$ cat config.mk
export PLATFORM = sky130hd
export DESIGN_NAME = hs_fifo_flat
export DESIGN_NICKNAME = d
export VERILOG_FILES = /design/src/rtl/hs_fifo_if.sv /design/src/rtl/hs_fifo.sv /design/src/flat_wrapper.sv
export SDC_FILE = /design/constraint.sdc
export NUM_CORES = 1
export LEC_CHECK = 0
export CAP_MARGIN = 20
export CELL_PAD_IN_SITES_DETAIL_PLACEMENT = 1
export CELL_PAD_IN_SITES_GLOBAL_PLACEMENT = 1
export CORE_MARGIN = 2
export CORE_UTILIZATION = 35
export CTS_CLUSTER_SIZE = 16
export DETAILED_ROUTE_END_ITERATION = 10
export MAX_ROUTING_LAYER = met4
export PLACE_DENSITY = 0.7
export SETUP_SLACK_MARGIN = 0.1
export SLEW_MARGIN = 10
export SYNTH_ARGS = -nofsm -noshare
export SYNTH_HDL_FRONTEND = slang
export SYNTH_SLANG_ARGS = --single-unit
export TNS_END_PERCENT = 10
$ cat constraint.sdc
create_clock -name clk -period 3.2 [get_ports clk]
set_clock_uncertainty 0.1 [all_clocks]
set_input_delay 0.96 -clock clk [delete_from_list [all_inputs] [get_ports clk]]
set_output_delay 0.96 -clock clk [all_outputs]
set_load 0.03 [all_outputs]
$ cat src/rtl/hs_fifo_if.sv
// Valid/ready bundle between the upstream receiver, the FIFO and the downstream sender.
// The master modport is the side that offers write data and consumes read data.
interface hs_fifo_if #(
  parameter int DW    = 8,
  parameter int DEPTH = 4
);
  localparam int AW = $clog2(DEPTH);

  logic [DW-1:0] in_data;
  logic          in_valid;
  logic          in_ready;
  logic [DW-1:0] out_data;
  logic          out_valid;
  logic          out_ready;
  logic [AW:0]   count;
  logic          almost_full;

  modport master (
    output in_data, in_valid, out_ready,
    input  in_ready, out_data, out_valid, count, almost_full
  );

  modport slave (
    input  in_data, in_valid, out_ready,
    output in_ready, out_data, out_valid, count, almost_full
  );
endinterface

$ cat src/rtl/hs_fifo.sv
// First-word-fall-through valid/ready FIFO with wrap-bit pointers and a registered occupancy count.
// Status outputs derive from registered state only, so no input reaches an output combinationally.
module hs_fifo #(
  parameter int DW          = 8,
  parameter int DEPTH       = 4,
  parameter int AFULL_LEVEL = DEPTH - 1
) (
  input logic       clk,
  input logic       rst_n,
  hs_fifo_if.slave  bus
);
  localparam int AW = $clog2(DEPTH);
  localparam logic [AW:0] AFULL_THRESH = (AW + 1)'(AFULL_LEVEL);
  localparam logic [AW:0] ONE          = (AW + 1)'(1);

  logic [DW-1:0] r_mem [DEPTH];
  logic [AW:0]   r_wrPtr;
  logic [AW:0]   r_rdPtr;
  logic [AW:0]   r_count;

  logic w_full;
  logic w_empty;
  logic w_push;
  logic w_pop;

  // Equal index with differing wrap bits means the writer is a full lap ahead.
  assign w_empty = (r_wrPtr == r_rdPtr);
  assign w_full  = (r_wrPtr[AW-1:0] == r_rdPtr[AW-1:0]) && (r_wrPtr[AW] != r_rdPtr[AW]);
  assign w_push  = bus.in_valid && !w_full;
  assign w_pop   = bus.out_ready && !w_empty;

  assign bus.in_ready    = !w_full;
  assign bus.out_valid   = !w_empty;
  assign bus.out_data    = r_mem[r_rdPtr[AW-1:0]];
  assign bus.count       = r_count;
  assign bus.almost_full = (r_count >= AFULL_THRESH);

  always_ff @(posedge clk) begin
    if (w_push) begin
      r_mem[r_wrPtr[AW-1:0]] <= bus.in_data;
    end
  end

  always_ff @(posedge clk or negedge rst_n) begin
    if (!rst_n) begin
      r_wrPtr <= '0;
      r_rdPtr <= '0;
      r_count <= '0;
    end else begin
      if (w_push) begin
        r_wrPtr <= r_wrPtr + ONE;
      end
      if (w_pop) begin
        r_rdPtr <= r_rdPtr + ONE;
      end
      if (w_push && !w_pop) begin
        r_count <= r_count + ONE;
      end else if (w_pop && !w_push) begin
        r_count <= r_count - ONE;
      end
    end
  end
endmodule

$ cat src/flat_wrapper.sv
// flat-port wrapper written by rule: the top's interface ports become plain ports
module hs_fifo_flat 
#(
  parameter int DW          = 8,
  parameter int DEPTH       = 4,
  parameter int AFULL_LEVEL = DEPTH - 1
)
  (clk, rst_n, bus_in_data, bus_in_valid, bus_out_ready, bus_in_ready, bus_out_data, bus_out_valid, bus_count, bus_almost_full);
  hs_fifo_if #(.DW(DW), .DEPTH(DEPTH)) bus_i ();
  input logic clk;
  input logic rst_n;
  input wire logic [$bits(bus_i.in_data)-1:0] bus_in_data;
  input wire logic [$bits(bus_i.in_valid)-1:0] bus_in_valid;
  input wire logic [$bits(bus_i.out_ready)-1:0] bus_out_ready;
  output wire logic [$bits(bus_i.in_ready)-1:0] bus_in_ready;
  output wire logic [$bits(bus_i.out_data)-1:0] bus_out_data;
  output wire logic [$bits(bus_i.out_valid)-1:0] bus_out_valid;
  output wire logic [$bits(bus_i.count)-1:0] bus_count;
  output wire logic [$bits(bus_i.almost_full)-1:0] bus_almost_full;
  assign bus_i.in_data = bus_in_data;
  assign bus_i.in_valid = bus_in_valid;
  assign bus_i.out_ready = bus_out_ready;
  assign bus_in_ready = bus_i.in_ready;
  assign bus_out_data = bus_i.out_data;
  assign bus_out_valid = bus_i.out_valid;
  assign bus_count = bus_i.count;
  assign bus_almost_full = bus_i.almost_full;
  hs_fifo #(.DW(DW), .DEPTH(DEPTH), .AFULL_LEVEL(AFULL_LEVEL)) u_core (.clk(clk), .rst_n(rst_n), .bus(bus_i));
endmodule
Yosys cells after proc, flatten, opt, wreduce, memory -nomap -nowiden --
Memories as Yosys holds them, arrays and structs flattened. Index checks and enable logic that the tools add are counted.
Storage, ports and cells: flip-flop bits (word level) 9, memories kept 1, bits in latches 0, word-level logic and storage cells 26, memory bits (read-only) 0, input bits 12, RAM bits 32
Memories:
- u_core.r_mem | depth 4, bits a word 8, rd ports 1, clocked after memory_dff 0, write ports 1, line hs_fifo.sv:16 | logic [DW-1:0] r_mem [DEPTH];
Operators by class: bitwise logic cells 0, shift operators 0, add/subtract/negate cells 4, div/mod/pow operators 0, multiply operators 0, equality and inequality tests 3, muxes and demuxes 4, reduce and logical (&&, ||, !) cells 10, order comparisons 1
Operators with widths (count):
- adder 3 x 1 -> 3 bit, second input constant | 3
- two-way mux 3 bit | 2
- logical AND 1 bit | 5
- zero test 1 bit | 4
- == test 3 bit | 1
- >= comparator 3 x 2 -> 1 bit, second input constant | 1
- subtractor 3 x 1 -> 3 bit, second input constant | 1
- == test 2 bit | 1
- two-way mux 1 bit | 2
- nonzero test 2 bit | 1
- != test 1 bit | 1

Longest topological paths before layout --
Gate-level depths: netlist of run 1.
depth after elaboration 8, gate-level depth with buffers 9, mapped depth without buffers 9

Worst setup path after synthesis of run 1 --
Ideal clock, no wire load.
path kind register to output, from register u_core.r_rdPtr[0], to output bus_out_data[0], path slack 0.820 ns, data arrival time 1.320 ns, stages on the path, launching flop included 3, cell sequence dfrtp_1 buf_2 mux4_2
On the way: longest elaborated chain between the ends 1
Ends and longest elaborated chain:
- start: declaration | line hs_fifo.sv:18 | logic [AW:0] r_rdPtr;
- start signal: assignment | line hs_fifo.sv:54 | r_rdPtr <= r_rdPtr + ONE;
- memory (4 x 8 bit)
- end: declaration | line flat_wrapper.sv:16 | output wire logic [$bits(bus_i.out_data)-1:0] bus_out_data;
No other way between the ends.

Final worst setup path of run 1 --
from register u_core.r_rdPtr[0], to output bus_in_ready
On the way: longest elaborated chain between the ends 3
Ends and longest elaborated chain:
- == test 2 bit | line hs_fifo.sv:28 | assign w_full = (r_wrPtr[AW-1:0] == r_rdPtr[AW-1:0]) && (r_wrPtr[AW] != r_rdPtr[AW]);
- logical AND 1 bit | line hs_fifo.sv:28
- zero test 1 bit | line hs_fifo.sv:32 | assign bus.in_ready = !w_full;
- end: declaration | line flat_wrapper.sv:15 | output wire logic [$bits(bus_i.in_ready)-1:0] bus_in_ready;
No other way between the ends.

==> results.md, run 1 <==
- Of the total power, registers draw 0.330.
- After synthesis, the netlist uses 25 different library cells.
- Relative to the synthesized area, the layout overhead comes to 29.4%.
- Setup violations remaining at the end of the flow were counted as 0.
- During placement, the flow inserted port buffers numbering 25.
- The count of cells along the worst hold path is 1.
- The count of boundary I/O pins is 26.
- Synthesis inferred 41 register bits.
- The clock network latency to the later pin of the worst-skew pair is 300 ps.
- The routed wirelength normalized by instance count is 17.3 um.
- In this run the clock root is driven by a sky130_fd_sc_hd__clkbuf_8.
- The type of destination of the critical path is an output port.
- The final-report hold violation count came to 0.
- Summed over all failing endpoints, the final setup total negative slack is 0 ps.
- Synthesis produced a netlist whose cell count is 100.
- The overall fraction of global-route tracks in use is 0.147.
- The floorplan step defined a die boundary enclosing 5640 sq um.
- Across the whole layout, storage elements account for 1190 sq um.
- The number of nets with antenna violations after routing is 0.
- The setup check on the worst reg-to-reg path leaves a slack of 590 ps.
- The share of total power dissipated in the clock network is 0.196.
- The largest net degree at the start of global routing is 14.
- After clock tree synthesis, the clock-pin slew on the worst setup and hold paths is 80 ps.
- The first global-routing pass estimated 5.62 mm of wire.
- The share of the Yosys chip area taken by registers is 0.671.
- At the end of the flow the core is filled with cells to 0.478.
- The met2 demand-to-capacity share in global routing is 0.237.
- The longest clock path from root to sink contains 2 buffers.
- After detailed routing, the total wire length is 3.51 mm.
- Among all flip-flop cells after synthesis, the most frequent one is sky130_fd_sc_hd__edfxtp_1.
- The largest stage delay on the critical path is 440 ps.
- The number of setup buffers added after CTS is 0.
- The post-place instance area is 2130 sq um.
- The critical path in this run is classified as reg -> out.
- The total count of max-transition violations in the final report is 0.
- The worst hold path belongs to the class reg -> reg.
- Setup repair after global routing left no endpoint under its margin.
- The routed design could run at a clock period as short as 2930 ps.
- The endpoint identified for the worst register-to-register timing path is u_core.bus.count[1].
- The filler cells instantiated in the layout total 458.
- The fraction of final layout cells with drive strength greater than 1 is 0.191.
- The switching power is 0.951 mW.
- The clock sink count is 41.
- Before CTS, the worst setup slack after placement is 219 ps.
- Across the run, the number of max-cap violations was 0.
- Summing all non-filler instances in the final layout gives an area of 2290 sq um.
- Dividing total power by cell area gives a power density of 1110 nW/um^2.
- The final HPWL from detailed placement is 2.30 mm.
- Ranked by total cell area, the synthesized netlist is headed by sky130_fd_sc_hd__edfxtp_1 (54%), sky130_fd_sc_hd__dfrtp_1 (13%), sky130_fd_sc_hd__mux4_2 (10%).
- The die boundary width is 75.1 um.
- The first-pass iteration count of the detailed router is 4.
- Ranked by instance count, the synthesized netlist is headed by sky130_fd_sc_hd__edfxtp_1 (32), sky130_fd_sc_hd__dfrtp_1 (9), sky130_fd_sc_hd__mux4_2 (8).
- Measured along the y axis, the die boundary spans 75.1 um.
- For met3 alone, demand over resource in global routing was 0.0402.
- The number of nets handed over by synthesis was 119.
- The routability congestion estimate is 0.802.
- The net count of the finished layout is 154.
- The most repeated cell in the gate-level netlist after synthesis is sky130_fd_sc_hd__edfxtp_1.
- Row generation in the floorplan step produced 25 rows.
- The via count of the first global-routing pass is 1060.
- The routed via count divided by cell count is 4.87.
- In the finished design, the share of the clock period the worst path needs comes to 0.917.
- The violation count after the first detailed-routing iteration is 37.
- The data arrival at the endpoint of the critical path is 1870 ps.
- After global routing the overflow that remains totals 0.
- The number of antenna violations at the first check in global routing is 0.
- The number of H-tree levels is 2.
- The yosys synthesis warning count is 0.
- The clock buffer count from CTS is 5.
- The internal portion of the total power is 1.58 mW.
- In the routed design, unresolved DRC markers number 0.
- The routed layout has 989 vias.
- The startpoint type of the worst setup path is a flop.
- Final hold analysis gives a worst-case slack of 422 ps.
- The number of antenna diodes in the final layout is 0.
- The global routing stage identified its most utilized layer as met2.
- In this run the worst setup path begins at u_core.r_rdPtr[0].
- Summed over all cells, the static leakage comes to 0.880 nW.
- Along the worst path, the maximum fanout reaches 6.
- In this run the most critical hold path is launched from u_core.bus.count[2].
- Headroom to the max-slew limit came out at 0.652.
- The initial utilization of the core area, before any placement, comes to 0.369.
- The flow ran to the end, and the final reports show no timing, DRC or antenna violations.
- The portion of total power attributed to combinational logic is 0.474.
- The average instance in the mapped netlist occupies 17.7 sq um.
- Of all cell types, the one taking the most synthesized area is sky130_fd_sc_hd__edfxtp_1.
- The worst path setup slack after routing is 266 ps.
- The multi-input combinational cells in the finished layout cover a total of 562 sq um.
- Of the total power, the share spent switching nets is 0.375.
- Yosys mapped a number of flops with a built-in enable equal to 32.
- IR analysis of the VDD net gives a maximum drop of 0.535 mV.
- For hold timing, the worst endpoint is u_core.bus.count[2].
- The standard cell core area is 4790 sq um.
- The share of synthesized area in the top cell type comes to 0.544.
- After synthesis, the share of flip-flops with an asynchronous set or reset is 0.220.
- In this run the critical register-to-register path is launched from u_core.r_rdPtr[0].
- The met1 layer usage reported by global route is 0.179.
- The post-synth design cell area is 1770 sq um.
- TritonCTS built the clock tree.
- The worst reg-to-reg path cell count is 9.
- The largest individual stage delay along the critical path comes from the cell sky130_fd_sc_hd__dfrtp_1.
- The data required time at the worst endpoint is 2140 ps.
- Walking the worst path, the cells encountered are buf_4, xor2_2, or3_4, dlygate4sd2_1.
- Based on the critical path, the design can be clocked at up to 0.341 GHz.
- At the pin with the least slew margin, the transition time is 522 ps.
==> cells by family after synthesis <==
group | count (synthesis) | share of synthesized area
buffers and inverters | 7 | 0.0156
AND/OR/NAND/NOR | 11 | 0.0368
multiplexers | 9 | 0.108
flip-flops | 41 | 0.671
adder cells (fa/ha/maj) | 7 | 0.0538
AO/OA/AOI/OAI | 14 | 0.0559
XOR/XNOR | 11 | 0.0587
==> power groups by stage <==
stage / Sequential, mW / Clock, mW / Combinational [mW]
floorplan: 0.859 / 0 / 0.765
global placement: 0.837 / 0 / 1.21
detailed placement: 0.847 / 0 / 1.23
CTS: 0.841 / 0.510 / 1.23
global route: 0.856 / 0.526 / 1.31
finish: 0.836 / 0.497 / 1.20
==> how the worst max path moves through the flow <==
stage                     endpoint  slack, ps  depth (start not counted)
5_1_grt               bus_in_ready        190                          4
3_3_place_gp   u_core.bus.count[2]        300                          9
3_5_place_dp   u_core.bus.count[2]        220                          9
4_1_cts            bus_out_data[4]         20                          3
2_1_floorplan      bus_out_data[0]        820                          2
6_report              bus_in_ready        270                          4
==> registers in the layout (all words and copies together) (netlist names) <==
signal            count
u_core.r_mem         32
u_core.r_wrPtr        3
u_core.r_rdPtr        3
u_core.bus.count      3
==> layout make-up <==
| type | count | area share |
|---|---|---|
| inverter | 5 | 0.00820 |
| multi-input combinational | 52 | 0.245 |
| tap | 67 | 0.0366 |
| clock inverter | 3 | 0.0284 |
| clock buffer | 5 | 0.0301 |
| timing repair buffer | 30 | 0.133 |
| sequential | 41 | 0.518 |
==> per-layer routing <==
layer	wire length, um	up-vias
li1	-	453
met1	1580	505
met2	1720	26
met3	148	5
met4	62	0
met5	0	-
==> critical path, delay by kind of cell, from the launching register on <==
kind,cells,cell delay (ps)
xor gates and xnor gates,1,180
and+or+nand+nor,1,400
buffers and inverters,2,550
DFF,1,440
==> metrics by stage <==
step           std cells  total power, mW
2_1_floorplan        100             1.62
3_3_place_gp         195             2.04
3_5_place_dp         195             2.08
4_1_cts              203             2.58
5_1_grt              203             2.70
6_report             203             2.54
==> repair_timing <==
item	4_1_cts	5_1_grt
hold buffers	0	0
resized for setup	2	7
pin swaps	0	0
setup endpoints to repair	8	7
==> cells in the final DEF, fill, tap and decap left out, types with 5 or more instances in the layout <==
master	Yosys	final
sky130_fd_sc_hd__edfxtp_1	32	32
sky130_fd_sc_hd__clkdlybuf4s50_1	0	17
sky130_fd_sc_hd__dfrtp_1	9	9
sky130_fd_sc_hd__mux4_2	8	8
sky130_fd_sc_hd__dlymetal6s2s_1	0	7
sky130_fd_sc_hd__ha_1	6	6
sky130_fd_sc_hd__xnor2_1	5	5
sky130_fd_sc_hd__o31ai_1	5	5
sky130_fd_sc_hd__inv_1	5	5
sky130_fd_sc_hd__clkbuf_8	0	5
sky130_fd_sc_hd__buf_4	0	5
No activity file was read; power rests on OpenSTA's default activity.
==> inputs of run 2 (changes only) <==
CTS_BUF_LIST = sky130_fd_sc_hd__clkbuf_8   (was unset)
==> results of run 2 <==
Final layout, timing and power as in run 1 (identical DEF).
==> inputs of run 3 (changes only) <==
CORE_UTILIZATION = 45   (was 35)
CTS_BUF_LIST = unset   (was sky130_fd_sc_hd__clkbuf_8)
PLACE_DENSITY = 0.85   (was 0.7)
==> run 3 against run 2 <==
Effect of this change: maximum frequency is 4.5% lower; sequential power grew 1%; global-route usage rose by 5.9 points; hold slack improved by 35 ps; sequential cell count unchanged; non-clock buffer count decreased by 1; clock power barely moved; setup slack got worse by 140 ps; first-iteration DRC count did not move; cell area is 1.0% lower; total power rose by 2.3%.
==> results.md, run 3 (synthesis gave the netlist of run 1 again) <==
- The run finished with clean final reports.
- The routed via count is 1001 (+1.2%).
- The final-report hold violation count is 0 (unchanged).
- The power consumption is 2.59 mW (+2.3%).
- The flip-flop count of the largest register, all copies and words added is 32 (unchanged).
- Setup repair after global routing could not meet its margin everywhere.
- The total area of sequential cells is 1190 sq um (unchanged).
- STA classifies the critical path startpoint as a flop.
- The number of antenna violations at the first check in global routing is 0 (unchanged).
- The number of fill cells is 347 (-24%).
- The data required time at the worst endpoint was 2140 ps (about the same).
- The number of H-tree levels is 2 (unchanged).
- The buffers inserted during post-CTS setup optimization is 0 (unchanged).
- STA classifies the critical path endpoint as an output port.
- The endpoint identified for the worst register-to-register timing path is u_core.bus.count[2].
- The y dimension of the die was 66.7 um (-11%).
- The post-detailed-route DRC marker count is 0 (unchanged).
- The layout-stage area growth over the synthesis result is 28.1%.
- The fraction of final layout cells with drive strength greater than 1 was 0.193 (+0.00142).
- The count of boundary I/O pins is 26 (unchanged).
- The standard cell core area is 3720 sq um (-22%).
- The cell with the largest stage delay on the worst path is sky130_fd_sc_hd__clkdlybuf4s50_1.
- The headroom to the max-slew limit is 0.690 (+0.0374).
- The transition at the pin with the smallest max-transition slack is 464 ps (-57.6 ps).
- The summed negative setup slack over all endpoints was 0 ps (unchanged).
- The total overflow reported by the global router is 0 (unchanged).
- The worst setup path endpoint is bus_out_data[2].
- The critical path in this run is classified as reg -> out.
- The signal on the critical path passes through buf_4, mux4_2, clkdlybuf4s50_1.
- The class of the tightest hold or removal check is reg -> reg.
- The static leakage was 0.828 nW (-5.9%).
- The first-pass GRT wire length is 6.20 mm (+10%).
- The via count of the first global-routing pass is 1145 (+8.0%).
- The TritonCTS clock tree is done.
- The data arrival at the endpoint of the critical path is 2010 ps (+140 ps).
- The post-place instance area came to 2100 sq um (-1.5%).
- The largest fanout on the critical path came to 8 (+2).
- The maximum vdd ir drop is 0.726 mV (+36%).
- The final clock period utilization by the worst path is 0.961 (+0.0436).
- The largest net degree at the start of global routing is 15 (+1).
- The most frequent standard cell in the layout excluding fill and tap cells is sky130_fd_sc_hd__edfxtp_1.
- The highest clock rate is 0.325 GHz (-4.5%).
- The total length of routed wires was 3.64 mm (+3.8%).
- The clock transition at the register clock pins on the worst setup and hold paths after CTS is 80 ps (about the same).
- The post-route minimum period is 3070 ps (+140 ps).
- The number of placement rows is 22 (-12%).
- In this run the critical register-to-register path is launched from u_core.r_wrPtr[0].
- The largest stage delay on the critical path is 610 ps (+170 ps).
- The number of buffers between clock root and the deepest sink is 2 (unchanged).
- The die outline area is 4450 sq um (-21%).
- The clock network latency to the later pin of the worst-skew pair came to 300 ps (about the same).
- The post-place setup slack is 110 ps (-109 ps).
- The number of hold buffers added after CTS was 0 (unchanged).
- The number of nets with antenna violations after routing came to 0 (unchanged).
- The routability congestion estimate was 0.851 (+6.2%).
- The die boundary width is 66.7 um (-11%).
- The first-pass iteration count of the detailed router is 4 (unchanged).
- The power density of the placed cells is 1140 nW/um^2 (+3.3%).
- The worst reg-to-reg path cell count is 8 (-1).
- The clock buffer count from CTS is 5 (unchanged).
- The final HPWL from detailed placement is 2.57 mm (+12%).
- The multi-input logic area came to 581 sq um (+3.3%).
- The origin of the worst setup path is u_core.r_rdPtr[0].
- The violation count after the first detailed-routing iteration came to 37 (unchanged).
- The antenna diode count is 0 (unchanged).
- The root buffer cell is sky130_fd_sc_hd__clkbuf_8.
- The final instance area is 2260 sq um (-1.0%).
- The library cells used most frequently in the layout, excluding fill and tap cells, are sky130_fd_sc_hd__edfxtp_1 (32), sky130_fd_sc_hd__clkdlybuf4s50_1 (23), sky130_fd_sc_hd__dfrtp_1 (9).
- The routed via count divided by cell count is 5.47 (+12%).
- The number of failing setup endpoints in the final timing report is 0 (unchanged).
- The routed wirelength normalized by instance count is 19.9 um (+15%).
- The setup slack of the worst register-to-register path is 580 ps (about the same).
- The clock sink count is 41 (unchanged).
- The net count of the finished layout is 153 (-0.65%).
- The max-cap check violation count is 0 (unchanged).
- The count of input and output buffers is 25 (unchanged).
- The overall fraction of global-route tracks in use is 0.207 (+0.0593).
- The total count of max-transition violations in the final report is 0 (unchanged).
- The worst path setup slack after routing is 126 ps (-140 ps).
- The initial standard-cell utilization of the core was 0.476 (+0.106).
-- run 3: metrics by stage --
step	utilization	hold WS (ps)	std cells
2_1_floorplan	-	417	100
3_3_place_gp	0.565	383	175
3_5_place_dp	0.565	430	175
4_1_cts	0.606	454	183
5_1_grt	0.609	474	183
6_report	0.609	457	183
-- run 3: layout make-up --
type | count | area share
flip-flops and latches | 41 | 0.524
multi-input cells | 52 | 0.256
repair buffers | 29 | 0.124
clock buffers | 5 | 0.0304
clock inverters | 3 | 0.0304
well taps | 48 | 0.0265
inverters | 5 | 0.00829
-- run 3: power breakdown --
part / total, mW / switching, mW / internal (mW)
registers: 0.848 / 0.116 / 0.732
clock network: 0.497 / 0.183 / 0.314
logic: 1.25 / 0.692 / 0.556
-- run 3: layer usage --
layer / wire (um) / track usage / up-vias
met5: 0 / - / -
met4: 124 / 0.0944 / 0
met3: 175 / 0.0541 / 14
met2: 1880 / 0.330 / 32
met1: 1460 / 0.248 / 504
li1: - / - / 451
-- run 3: worst min-delay path by stage --
stage / from / endpoint / cells past startpoint
3_5_place_dp: u_core.bus.count[2] / u_core.bus.count[2] / 1
2_1_floorplan: u_core.r_wrPtr[2] / u_core.r_wrPtr[2] / 1
6_report: u_core.bus.count[2] / u_core.bus.count[2] / 1
4_1_cts: u_core.bus.count[2] / u_core.bus.count[2] / 1
3_3_place_gp: u_core.bus.count[2] / u_core.bus.count[2] / 1
5_1_grt: u_core.bus.count[2] / u_core.bus.count[2] / 1
-- run 3: critical path, delay by kind of cell (launching register included) --
| family | cells | cell delay (ps) |
|---|---|---|
| buf+inv | 2 | 820 |
| flops | 1 | 360 |
| mux | 1 | 530 |
-- run 3: timing repair --
action                     CTS  global route
gates resized for setup      3             2
setup endpoints to repair    3             9
hold endpoints to repair     0             0
